[src/rtl/lc3b_ret_stack.sv]
// lc3b_ret_stack: circular return-address stack; RAS_BYPASS_EN exposes a same-cycle push on top_addr
module lc3b_ret_stack #(
    parameter int DEPTH = 8,
    localparam int PTR_W = $clog2(DEPTH)
) (
    input  logic             clk,
    input  logic             rst_n,
    input  logic             push,
    input  logic [15:0]      push_addr,
    input  logic             pop,
    input  logic             flush,
    output logic [15:0]      top_addr,
    output logic             top_valid,
    output logic [PTR_W:0]   count,
    output logic             overflow,
    output logic             underflow
);
    localparam logic [PTR_W:0] FULL = (PTR_W + 1)'(DEPTH);
    logic [15:0]      mem [DEPTH];
    logic [PTR_W-1:0] tos;
    logic [PTR_W-1:0] tos_m1;
    logic             empty;
    logic             full;
    logic             replace;
    logic [15:0]      reg_top;
    assign tos_m1  = tos - 1'b1;
    assign empty   = count == '0;
    assign full    = count == FULL;
    assign replace = push && pop && !empty;
    assign reg_top = empty ? 16'h0000 : mem[tos_m1];
`ifdef RAS_BYPASS_EN
    assign top_addr  = (push && !flush) ? push_addr : reg_top;
    assign top_valid = (push && !flush) || !empty;
`else
    assign top_addr  = reg_top;
    assign top_valid = !empty;
`endif
    // storage is intentionally not reset; count gates visibility
    always_ff @(posedge clk)
        if (push && !flush) mem[replace ? tos_m1 : tos] <= push_addr;
    always_ff @(posedge clk or negedge rst_n)
        if (!rst_n) begin
            tos       <= '0;
            count     <= '0;
            overflow  <= 1'b0;
            underflow <= 1'b0;
        end else if (flush) begin
            tos   <= '0;
            count <= '0;
        end else if (push && !replace) begin
            tos   <= tos + 1'b1;
            count <= full ? count : count + 1'b1;
            if (full) overflow <= 1'b1;
            if (pop) underflow <= 1'b1;
        end else if (pop && !push) begin
            if (empty) underflow <= 1'b1;
            else begin
                tos   <= tos_m1;
                count <= count - 1'b1;
            end
        end
endmodule

[config.mk]
export PLATFORM = sky130hd
export DESIGN_NAME = lc3b_ret_stack
export DESIGN_NICKNAME = d
export VERILOG_FILES = /design/src/rtl/lc3b_ret_stack.sv
export SDC_FILE = /design/constraint.sdc
export NUM_CORES = 1
export LEC_CHECK = 0
export CAP_MARGIN = 15
export CORE_UTILIZATION = 40
export DETAILED_ROUTE_END_ITERATION = 6
export GPL_TIMING_DRIVEN = 0
export PLACE_DENSITY = 0.56
export SYNTH_ARGS = -nofsm -noshare
export SYNTH_HDL_FRONTEND = slang
export SYNTH_SLANG_ARGS = --single-unit
[constraint.sdc]
create_clock -name clk -period 2.9 [get_ports clk]
set_input_delay 0.58 -clock clk [delete_from_list [all_inputs] [get_ports clk]]
set_output_delay 0.58 -clock clk [all_outputs]
set_load 0.05 [all_outputs]
==> results by group, run 1 <==
STA
  • Rel. slew slack: between 40 and 50%
  • Final worst-path cycle share: 96.7%
  • Worst Tran Pin Value: 0.795 ns
  • Clock skew: 0.00623 ns
  • Post-route setup slack: 0.0960 ns
  • # setup viols final: 0
  • Fin. Hold Viols: 0
  • Fmax: between 0.3 and 0.4 GHz
  • Slew Limit Fails: 0
  • Period minus WS final: 2.80 ns
  • Hold Slack: 0.466 ns

Global routing
  • Total GRT Usage: 18.8%
  • Vias in the first global route: around 3300
  • Initial antenna violation count: 0
  • Pin count of the biggest net entering global routing: 17
  • Global-route wire length before repair: 19500 µm
  • Grt ovf: 0

Clock network
  • Hold_buf cts: 0
  • CTS Buf Count: 17
  • Clock H-tree levels: 4
  • CTS tree: built
  • CTS sink count: 137
  • Clock Latency Late Sink: 0.41 ns
  • CTS root buf: clkbuf_16
  • Clock Path Buffers: 2
  • Clock-pin slew on the worst setup and hold paths: 0.06 ns

Setup path
  • CP Capture Type: output port
  • Crit Reg-Reg Startpoint: tos[0]
  • CP Launch Type: flip-flop
  • Slowest stage cell, crit path: dfrtp_2
  • Setup crit start: tos[0]
  • CP peak stage delay: 0.45 ns
  • Crit path cell chain: buf_8 > inv_4 > ha_4 > buf_12 > mux4_2 > nand2_1 > a21oi_2 > buf_4
  • RR Endpoint: mem[6][6]
  • Worst reg-to-reg path cell count: 7
  • WP depth: 8
  • Worst Path Required: 2.32 ns
  • Crit path to: top_addr[2]
  • Worst path arrival time: around 2.2 ns
  • Critical path type: flip-flop to output port
  • R2R Setup Slk: 0.23 ns
  • CP Buf/Inv Count: 4
  • Cell family with most CP delay: buffers and inverters
  • Worst Path Max Fanout: 10

Synth
  • EDFF count, synth: between 100 and 150
  • YS warnings: 0
  • Yosys top cell by area: edfxtp_1
  • Synthesized area: 0.00569 mm²
  • Syn_nets: 355
  • Flops & latches, synth: 137
  • Synth top area cells: edfxtp_1, mux4_2, dfrtp_1
  • Share of the synthesized area in the top cell type: 67.5%
  • Async SR Flop Fraction: 6.57%
  • Post-synth cell types: slightly above 40
  • Register area share after synthesis: 71.5%
  • Ys flop type: edfxtp_1
  • Synth Area per Inst: between 15 and 20 µm²
  • Gate Count Post-Synth: 330

Drt
  • WL final: 12600 µm
  • DR pass1 iterations: 4
  • Initial drt markers: 268
  • Vias: 3192
  • Wirelength per Cell: 21.1 µm
  • # DRC: 0
  • Post-DR vias/cell: roughly 5.4
  • Detail Route Antenna Nets: 0

Power
  • LEAKAGE: 2.41 nW
  • Overall power: 0.00910 W
  • Sw frac: between 40% and 50%
  • Comb power frac: around 51%
  • Internal power: 0.00546 W
  • Sequential Power Share: between 20% and 30%
  • Clk pwr share: 21.7%
  • VDD IR max: 0.687 mV
  • Net switching power: approximately 0.0036 W
  • Pwr/cell area: 1250 mW/mm²

Floorplanning
  • Die area: 0.0147 mm²
  • Initial Utilization: between 40% and 50%
  • IO Count: 44
  • Die X: between 100 and 150 µm
  • Die span in y: roughly 120 µm
  • # rows: 43
  • Core ar.: roughly 0.014 mm²

Placed design
  • Final Wtd Congestion: 0.770
  • IO buf count: just over 40
  • Post-DP HPWL: about 7600 µm
  • Placement Setup Slack: -1.29 ns

Run status
  • Outcome: completed

Min path
  • Hold Crit Class: flip-flop to flip-flop

Finish
  • # diodes: 0
  • Multi-input gate area: 0.00169 mm²
  • Register area: 0.00407 mm²
  • Layout area overhead: 28.2%
  • Share of layout cells above drive strength 1: between 30 and 40%
  • Nets: 428
  • FILL cells: 1148

Job
  • Max_cap viols: 0
==> layout make-up <==
class                      instances  share of cell area (%)
clock buffer                      18                    5.88
buffer                            19                    2.64
tap                              180                    3.08
timing repair buffer              55                    7.73
inverter                           5                   0.291
clock inverter                    13                    1.53
multi-input combinational        168                    23.1
sequential                       137                    55.8
==> through the flow <==
step	setup TNS (ns)	utilization, %	std cells	area [µm²]
after floorplan	-3.65	-	330	5780
after global placement	-114.68	46.2	551	6410
after detailed placement	-78.24	46.7	555	6480
after CTS	0	52.1	596	7240
after global routing	-0.00469	52.6	595	7300
final	0	52.6	595	7300
==> metal layers <==
metal / vias up / part of all wire, % / track usage, %
met3: 11 / 4.9 / 4.79
met5: - / 0 / 0
met1: 1645 / 47 / 27.0
li1: 1458 / - / -
met4: 0 / 0.95 / 6.33
met2: 78 / 47 / 27.8
==> what timing repair did <==
item | in CTS | in global routing
gates resized for setup | 132 | 22
setup buffers | 10 | 0
endpoints found under the setup margin | 139 | 25
pin swaps | 4 | 4
==> layout by cell type (no fill, tap or decap), drive strengths merged, types with 2 or more instances in the layout <==
cell type | netlist | routed
edfxtp | 128 | 128
buf | 12 | 43
nand2 | 39 | 39
mux4 | 32 | 32
clkdlybuf4s50 | 0 | 25
a21oi | 25 | 25
clkbuf | 8 | 24
nor2 | 14 | 14
clkinv | 0 | 10
dfrtp | 9 | 9
nand3 | 8 | 8
o21ai | 7 | 7
inv | 5 | 5
nand2b | 4 | 4
o22ai | 4 | 4
a31oi | 4 | 4
xnor2 | 4 | 4
ha | 4 | 4
nor3 | 3 | 3
nor4 | 3 | 3
xor2 | 3 | 3
nand4 | 2 | 2
bufinv | 0 | 2
==> tightest hold or removal path, stage by stage (launching register included) <==
cell and delay (ns):
dfrtp_1 0.34, inv_1 0.04, o31ai_1 0.05
==> Yosys cell counts (2+ instances only) <==
cell type and n:
edfxtp_1 128, nand2_1 39, mux4_2 32, a21oi_1 24
nor2_1 13, dfrtp_1 9, buf_2 8, clkbuf_1 8
nand3_1 7, o21ai_0 6, a31oi_1 4, ha_1 4
inv_1 4, nand2b_1 4, o22ai_1 4, xnor2_1 4
nor3_1 3, xor2_1 3, buf_6 2, nand4_1 2
nor4_1 2
==> state kept, by name, summed over array words and instances (netlist names) <==
register,cells
mem,128
count,4
tos,3
overflow,1
underflow,1
==> power groups by stage <==
stage / registers, W / clock network (W) / logic [W]
2_1_floorplan: 0.00257 / 0 / 0.00271
3_3_place_gp: 0.00247 / 0 / 0.00401
3_5_place_dp: 0.00248 / 0 / 0.00406
4_1_cts: 0.00244 / 0.00202 / 0.00456
5_1_grt: 0.00247 / 0.00210 / 0.00495
6_report: 0.00245 / 0.00198 / 0.00468
==> worst min-delay path by stage <==
| stage | startpoint | to | slack [ns] | cells past startpoint |
|---|---|---|---|---|
| after floorplan | rst_n | count[0] | 0.28 | 0 |
| after global placement | underflow | underflow | 0.45 | 2 |
| after detailed placement | underflow | underflow | 0.45 | 2 |
| after CTS | underflow | underflow | 0.47 | 2 |
| final | underflow | underflow | 0.47 | 2 |
| after global routing | rst_n | count[3] | 0.51 | 1 |
==> cell families after synthesis <==
group	Yosys count	share of synthesized area (%)
flops	137	71.5
compound gates	48	5.25
fa+ha+maj	4	0.879
mux	33	12.8
xor+xnor	7	1.08
simple gates	76	6.35
buf+inv	25	2.15
(Power assumes the default switching activity.)
==> run 2: changes to the inputs <==
--- a/config.mk
+++ b/config.mk
@@ -8,8 +8,10 @@
 export CAP_MARGIN = 15
 export CORE_UTILIZATION = 40
 export DETAILED_ROUTE_END_ITERATION = 6
+export DONT_BUFFER_PORTS = 1
 export GPL_TIMING_DRIVEN = 0
-export PLACE_DENSITY = 0.56
+export PLACE_DENSITY = 0.52
+export RECOVER_POWER = 50
 export SYNTH_ARGS = -nofsm -noshare
 export SYNTH_HDL_FRONTEND = slang
 export SYNTH_SLANG_ARGS = --single-unit
==> run 2 against run 1 <==
  * Setup slack worse by 0.067 ns
  * Via count is 2.2% lower
  * Flip-flop and latch count stayed put
  * Count of clock-buffer cells in the layout is 1 lower
  * Register-to-register slack worse by 0.06 ns
  * Critical path depth stayed put
  * Critical path type unchanged
  * Largest cell class unchanged
==> results by group, run 2 (synthesis results as in run 1) <==
Min path
  • End of the worst hold path: mem[5][7] (was underflow)
  • Hold path start: push_addr[7] (was underflow)
  • Hold path depth: 0 (was 2)
  • Hold Crit Class: input pin to flip-flop (was flip-flop to flip-flop)

Drt
  • Vias: 3121 (was 3192)
  • DR pass1 iterations: 4 (unchanged)
  • WL final: 12700 µm (was 12600 µm)
  • Detail Route Antenna Nets: 0 (unchanged)
  • Post-DR vias/cell: 5.51 (was 5.36)
  • # DRC: 0 (unchanged)
  • Wirelength per Cell: 22.5 µm (was 21.1 µm)
  • Initial drt markers: 247 (was 268)

Setup path
  • CP Launch Type: flip-flop (unchanged)
  • Worst Path Required: 2.32 ns (about the same)
  • Worst reg-to-reg path cell count: 6 (was 7)
  • Worst path arrival time: 2.29 ns (was 2.22 ns)
  • Crit path cell chain: buf_6 > buf_8 > inv_6 > ha_4 > clkbuf_16 > mux4_2 > nand2_2 > a21oi_4 (was buf_8 > inv_4 > ha_4 > buf_12 > mux4_2 > nand2_1 > a21oi_2 > buf_4)
  • Worst Path Max Fanout: 7 (was 10)
  • Critical path type: flip-flop to output port (unchanged)
  • Slowest stage cell, crit path: dfrtp_1 (was dfrtp_2)
  • CP peak stage delay: 0.39 ns (was 0.45 ns)
  • CP Capture Type: output port (unchanged)
  • Cell family with most CP delay: buffers and inverters (unchanged)
  • CP Buf/Inv Count: 4 (unchanged)
  • Crit Reg-Reg Startpoint: count[2] (was tos[0])
  • R2R Setup Slk: 0.17 ns (was 0.23 ns)
  • RR Endpoint: mem[0][9] (was mem[6][6])

STA
  • Post-route setup slack: 0.0287 ns (was 0.0960 ns)
  • Fmax: 0.348 GHz (was 0.357 GHz)
  • RSZ-0062 raised after global routing: true
  • Clock skew: 0.00582 ns (was 0.00623 ns)
  • Fin. Hold Viols: 0 (unchanged)
  • TNS Setup: 0 ns (unchanged)
  • Slew Limit Fails: 0 (unchanged)
  • Final worst-path cycle share: 99.0% (was 96.7%)
  • Rel. slew slack: 50.0% (was 47.0%)
  • Period minus WS final: 2.87 ns (was 2.80 ns)
  • Worst Tran Pin Value: 0.749 ns (was 0.795 ns)
  • # setup viols final: 0 (unchanged)

Placed design
  • IO buf count: 0 (was 41)
  • Post-DP HPWL: 7490 µm (was 7610 µm)
  • Placement Setup Slack: -1.05 ns (was -1.29 ns)
  • Final Wtd Congestion: 0.737 (was 0.770)

Global routing
  • Pin count of the biggest net entering global routing: 17 (unchanged)
  • Global-route wire length before repair: 19500 µm (about the same)
  • Total GRT Usage: 19.1% (was 18.8%)
  • Grt ovf: 0 (unchanged)
  • Vias in the first global route: 3202 (was 3311)
  • Initial antenna violation count: 0 (unchanged)

Finish
  • Most frequent cells in the layout: edfxtp_1, mux4_2, nand2_1 (was edfxtp_1, nand2_1, mux4_2)
  • Layout area overhead: 28.5% (was 28.2%)
  • # diodes: 0 (unchanged)
  • Nets: 399 (was 428)
  • Biggest regs: mem (128), count (4), tos (3) (unchanged)
  • FILL cells: 1075 (was 1148)
  • Share of layout cells above drive strength 1: 39.9% (was 33.5%)
  • Number of flip-flops in the largest register: 128 (unchanged)
  • Commonest non-fill, non-tap cell in the layout: edfxtp_1 (unchanged)
  • Largest reg by FF count: mem (unchanged)

Floorplanning
  • Die X: 121 µm (unchanged)
  • Core ar.: 0.0139 mm² (unchanged)
  • IO Count: 44 (unchanged)
  • Die area: 0.0147 mm² (unchanged)
  • # rows: 43 (unchanged)
  • Die span in y: 121 µm (unchanged)
  • Initial Utilization: 41.0% (unchanged)

Clock network
  • CTS tree: built (unchanged)
  • Clock Latency Late Sink: 0.42 ns (was 0.41 ns)
  • Clock-pin slew on the worst setup and hold paths: 0.06 ns (about the same)
  • CTS root buf: clkbuf_16 (unchanged)
  • Clock Path Buffers: 2 (unchanged)
  • CTS sink count: 137 (unchanged)
  • CTS Buf Count: 17 (unchanged)
  • Clock H-tree levels: 4 (unchanged)

Run status
  • Outcome: completed (unchanged)

Job
  • Max_cap viols: 0 (unchanged)
run 2: cell types whose count changed in the layout (fill, tap and decap cells not counted), sizes merged, moves of 4 or more:
cell / delta
clkbuf: +4
buf: -10
clkinvlp: +4
clkinv: -6
clkdlybuf4s50: -25
bufinv: +4
run 2: layout make-up:
class	instances	area [µm²]	area share [%]
Multi-Input combinational cell	168	1850	25.2
Clock inverter	14	229	3.13
Buffer	20	223	3.04
Sequential cell	137	4070	55.7
Clock buffer	17	425	5.81
Tap cell	180	225	3.08
Timing Repair Buffer	25	270	3.69
Inverter	5	27.5	0.376
run 2: what timing repair did:
item / 4_1_cts / 5_1_grt
endpoints found under the hold margin: 9 / 0
resized for setup: 62 / 23
hold buffers: 1 / 0
gates cloned: 3 / 0
pin swaps: 20 / 22
endpoints found under the setup margin: 145 / 53
setup buffers: 7 / 10
run 2: through the flow:
stage | cells | util, % | hold WS [ns] | instance area [µm²]
floorplan | 330 | - | 0.284 | 5780
global placement | 510 | 43.2 | 0.285 | 6000
detailed placement | 514 | 43.8 | 0.285 | 6080
CTS | 556 | 51.6 | 0.243 | 7170
global route | 566 | 52.7 | 0.233 | 7320
finish | 566 | 52.7 | 0.256 | 7320
run 2: worst max path at each step:
stage	start	to	slack, ns	cells after the start
floorplan	tos[0]	top_addr[4]	-0.19	8
detailed placement	tos[0]	top_addr[4]	-1.05	8
CTS	tos[0]	top_addr[15]	0.0000007	8
global placement	count[0]	mem[7][7]	-1.42	6
global route	tos[0]	top_addr[7]	-0.04	8
finish	tos[0]	top_addr[7]	0.03	8
run 2: metal layers:
layer,global-route usage (%),vias to the layer above,share of wire [%],routed length [µm]
li1,-,1397,-,-
met1,26.4,1625,46,5810
met2,28.5,79,47,5990
met3,5.17,20,5.7,722
met4,7.41,0,1.6,208
met5,0,-,0,0
Power of run 2 is left out: the tool's default activity adds up to more than one toggle a clock period on the data nets, which glitch-free logic cannot reach.
==> run 3: changes to the inputs <==
--- a/config.mk
+++ b/config.mk
@@ -12,6 +12,7 @@
 export GPL_TIMING_DRIVEN = 0
 export PLACE_DENSITY = 0.52
 export RECOVER_POWER = 50
+export SLEW_MARGIN = 20
 export SYNTH_ARGS = -nofsm -noshare
 export SYNTH_HDL_FRONTEND = slang
 export SYNTH_SLANG_ARGS = --single-unit
==> run 3 against run 2 <==
  * Non-clock buffer count rose by 3
  * Global-route usage fell by 0.15 points
  * Hold slack got worse by 0.0015 ns
  * Sequential share of layout area rose by 0.28 points
  * Clock skew rose by 0.0015 ns
  * Flip-flop and latch count did not move
  * Count of clock-buffer cells in the layout did not move
  * Largest cell class unchanged
  * Cell area fell by 0.46%
  * First-iteration DRC count fell by 2.4%
  * Highest routed layer unchanged
  * Critical endpoint is now top_addr[5]
  * Die area did not move
  * Cell count rose by 0.53%
  * Critical path depth fell by 2
==> results by group, run 3 (synthesis results as in run 1) <==
Drt
  • Post-DR vias/cell: 5.50 (was 5.51)
  • # DRC: 0 (unchanged)
  • Met3 routed WL: 609 µm (was 722 µm)
  • Detail Route Antenna Nets: 0 (unchanged)
  • WL final: 13000 µm (was 12700 µm)
  • DR pass1 iterations: 4 (unchanged)
  • Vias: 3132 (was 3121)
  • Wirelength per Cell: 22.8 µm (was 22.5 µm)
  • Uppermost layer routed: met4 (unchanged)
  • DR WL met2: 6170 µm (was 5990 µm)
  • Initial drt markers: 241 (was 247)
  • Met1 WL: 6030 µm (was 5810 µm)

Finish
  • Commonest non-fill, non-tap cell in the layout: edfxtp_1 (unchanged)
  • Most frequent cells in the layout: edfxtp_1, mux4_2, nand2_1 (unchanged)
  • Largest reg by FF count: mem (unchanged)
  • Share of layout cells above drive strength 1: 38.8% (was 39.9%)
  • Final Non-Filler Cells: 569 (was 566)
  • Biggest regs: mem (128), count (4), tos (3) (unchanged)
  • Number of flip-flops in the largest register: 128 (unchanged)
  • Nets: 402 (was 399)
  • # diodes: 0 (unchanged)
  • Layout area overhead: 27.9% (was 28.5%)

Job
  • Max_cap viols: 0 (unchanged)

Clock network
  • Clock Path Buffers: 2 (unchanged)
  • CTS sink count: 137 (unchanged)
  • CTS root buf: clkbuf_16 (unchanged)
  • Clock Latency Late Sink: 0.42 ns (about the same)
  • CTS Buf Count: 17 (unchanged)
  • Clock-pin slew on the worst setup and hold paths: 0.06 ns (about the same)
  • CTS tree: built (unchanged)
  • Clock H-tree levels: 4 (unchanged)

Floorplanning
  • Die X: 121 µm (unchanged)
  • Core ar.: 0.0139 mm² (unchanged)
  • IO Count: 44 (unchanged)
  • Die span in y: 121 µm (unchanged)
  • # rows: 43 (unchanged)
  • Initial Utilization: 41.0% (unchanged)
  • Die area: 0.0147 mm² (unchanged)

Global routing
  • Vias in the first global route: 3112 (was 3202)
  • Total GRT Usage: 18.9% (was 19.1%)
  • Global-route wire length before repair: 19200 µm (was 19500 µm)
  • Grt ovf: 0 (unchanged)
  • Initial antenna violation count: 0 (unchanged)
  • Pin count of the biggest net entering global routing: 17 (unchanged)

STA
  • Worst Tran Pin Value: 0.776 ns (was 0.749 ns)
  • Fin. Hold Viols: 0 (unchanged)
  • Period minus WS final: 2.88 ns (was 2.87 ns)
  • TNS Setup: 0 ns (unchanged)
  • Final worst-path cycle share: 99.3% (was 99.0%)
  • Rel. slew slack: 48.1% (was 50.0%)
  • Clock skew: 0.00731 ns (was 0.00582 ns)
  • Fmax: 0.347 GHz (was 0.348 GHz)
  • Slew Limit Fails: 0 (unchanged)
  • RSZ-0062 raised after global routing: true (unchanged)
  • # setup viols final: 0 (unchanged)

Placed design
  • Post-DP HPWL: 7190 µm (was 7490 µm)
  • IO buf count: 0 (unchanged)
  • Final Wtd Congestion: 0.737 (unchanged)
  • Placed Cells: 511 (was 514)

Setup path
  • Critical path type: flip-flop to output port (unchanged)
  • Worst path arrival time: 2.30 ns (was 2.29 ns)
  • CP Launch Type: flip-flop (unchanged)
  • Cell family with most CP delay: flip-flops (was buffers and inverters)
  • Worst Path Max Fanout: 7 (unchanged)
  • CP Buf/Inv Count: 2 (was 4)
  • Worst Path Required: 2.32 ns (about the same)
  • CP peak stage delay: 0.43 ns (was 0.39 ns)
  • Crit path cell chain: clkinvlp_4 > ha_4 > clkbuf_16 > mux4_2 > nand2_2 > a21oi_4 (was buf_6 > buf_8 > inv_6 > ha_4 > clkbuf_16 > mux4_2 > nand2_2 > a21oi_4)
  • Slowest stage cell, crit path: dfrtp_2 (was dfrtp_1)
  • CP Capture Type: output port (unchanged)

Min path
  • Hold Crit Class: input pin to flip-flop (unchanged)

Run status
  • Outcome: completed (unchanged)
## run 3: timing repair
action                                  CTS  global route
cloned                                    2             2
resized for setup                        59            14
pin swaps                                21            18
endpoints found under the setup margin  144            57
endpoints found under the hold margin     9             0
buffers inserted                         12            11
hold buffers                              1             0
## run 3: area by class of cell
class / count / area, µm²
Fill cell: 1113 / 6600
Multi-Input combinational cell: 168 / 1850
Clock buffer: 17 / 425
Inverter: 5 / 25.0
Buffer: 19 / 199
Sequential cell: 137 / 4070
Tap cell: 180 / 225
Clock inverter: 14 / 158
Timing Repair Buffer: 29 / 333
## run 3: path summary, 6_finish.rpt
path	startpoint	endpoint	slack (ns)	depth (start not counted)
max	tos[1]	top_addr[5]	0.02	6
min	push_addr[1]	mem[5][1]	0.25	0
max reg2reg	count[3]	mem[4][15]	0.11	7
min reg2reg	tos[1]	tos[1]	0.67	2
max in group asynchronous	rst_n	count[3]	2.02	1
min in group asynchronous	rst_n	overflow	0.54	1
## run 3: layer usage
metal  vias to the layer above  global-route usage [%]
met2                        69                    28.5
li1                       1401                       -
met5                         -                       0
met3                        15                    4.61
met1                      1647                    26.2
met4                         0                    7.64
## run 3: per-stage QoR
stage | utilization, % | setup slack, ns | hold WS (ns) | cell area (µm²)
floorplan | - | -0.189 | 0.284 | 5780
global placement | 43.2 | -1.42 | 0.285 | 6000
detailed placement | 43.6 | -1.04 | 0.285 | 6050
CTS | 51.3 | 0.00638 | 0.238 | 7120
global route | 52.5 | -0.0497 | 0.237 | 7280
finish | 52.5 | 0.0208 | 0.254 | 7280
Power of run 3 is left out for the same reason.
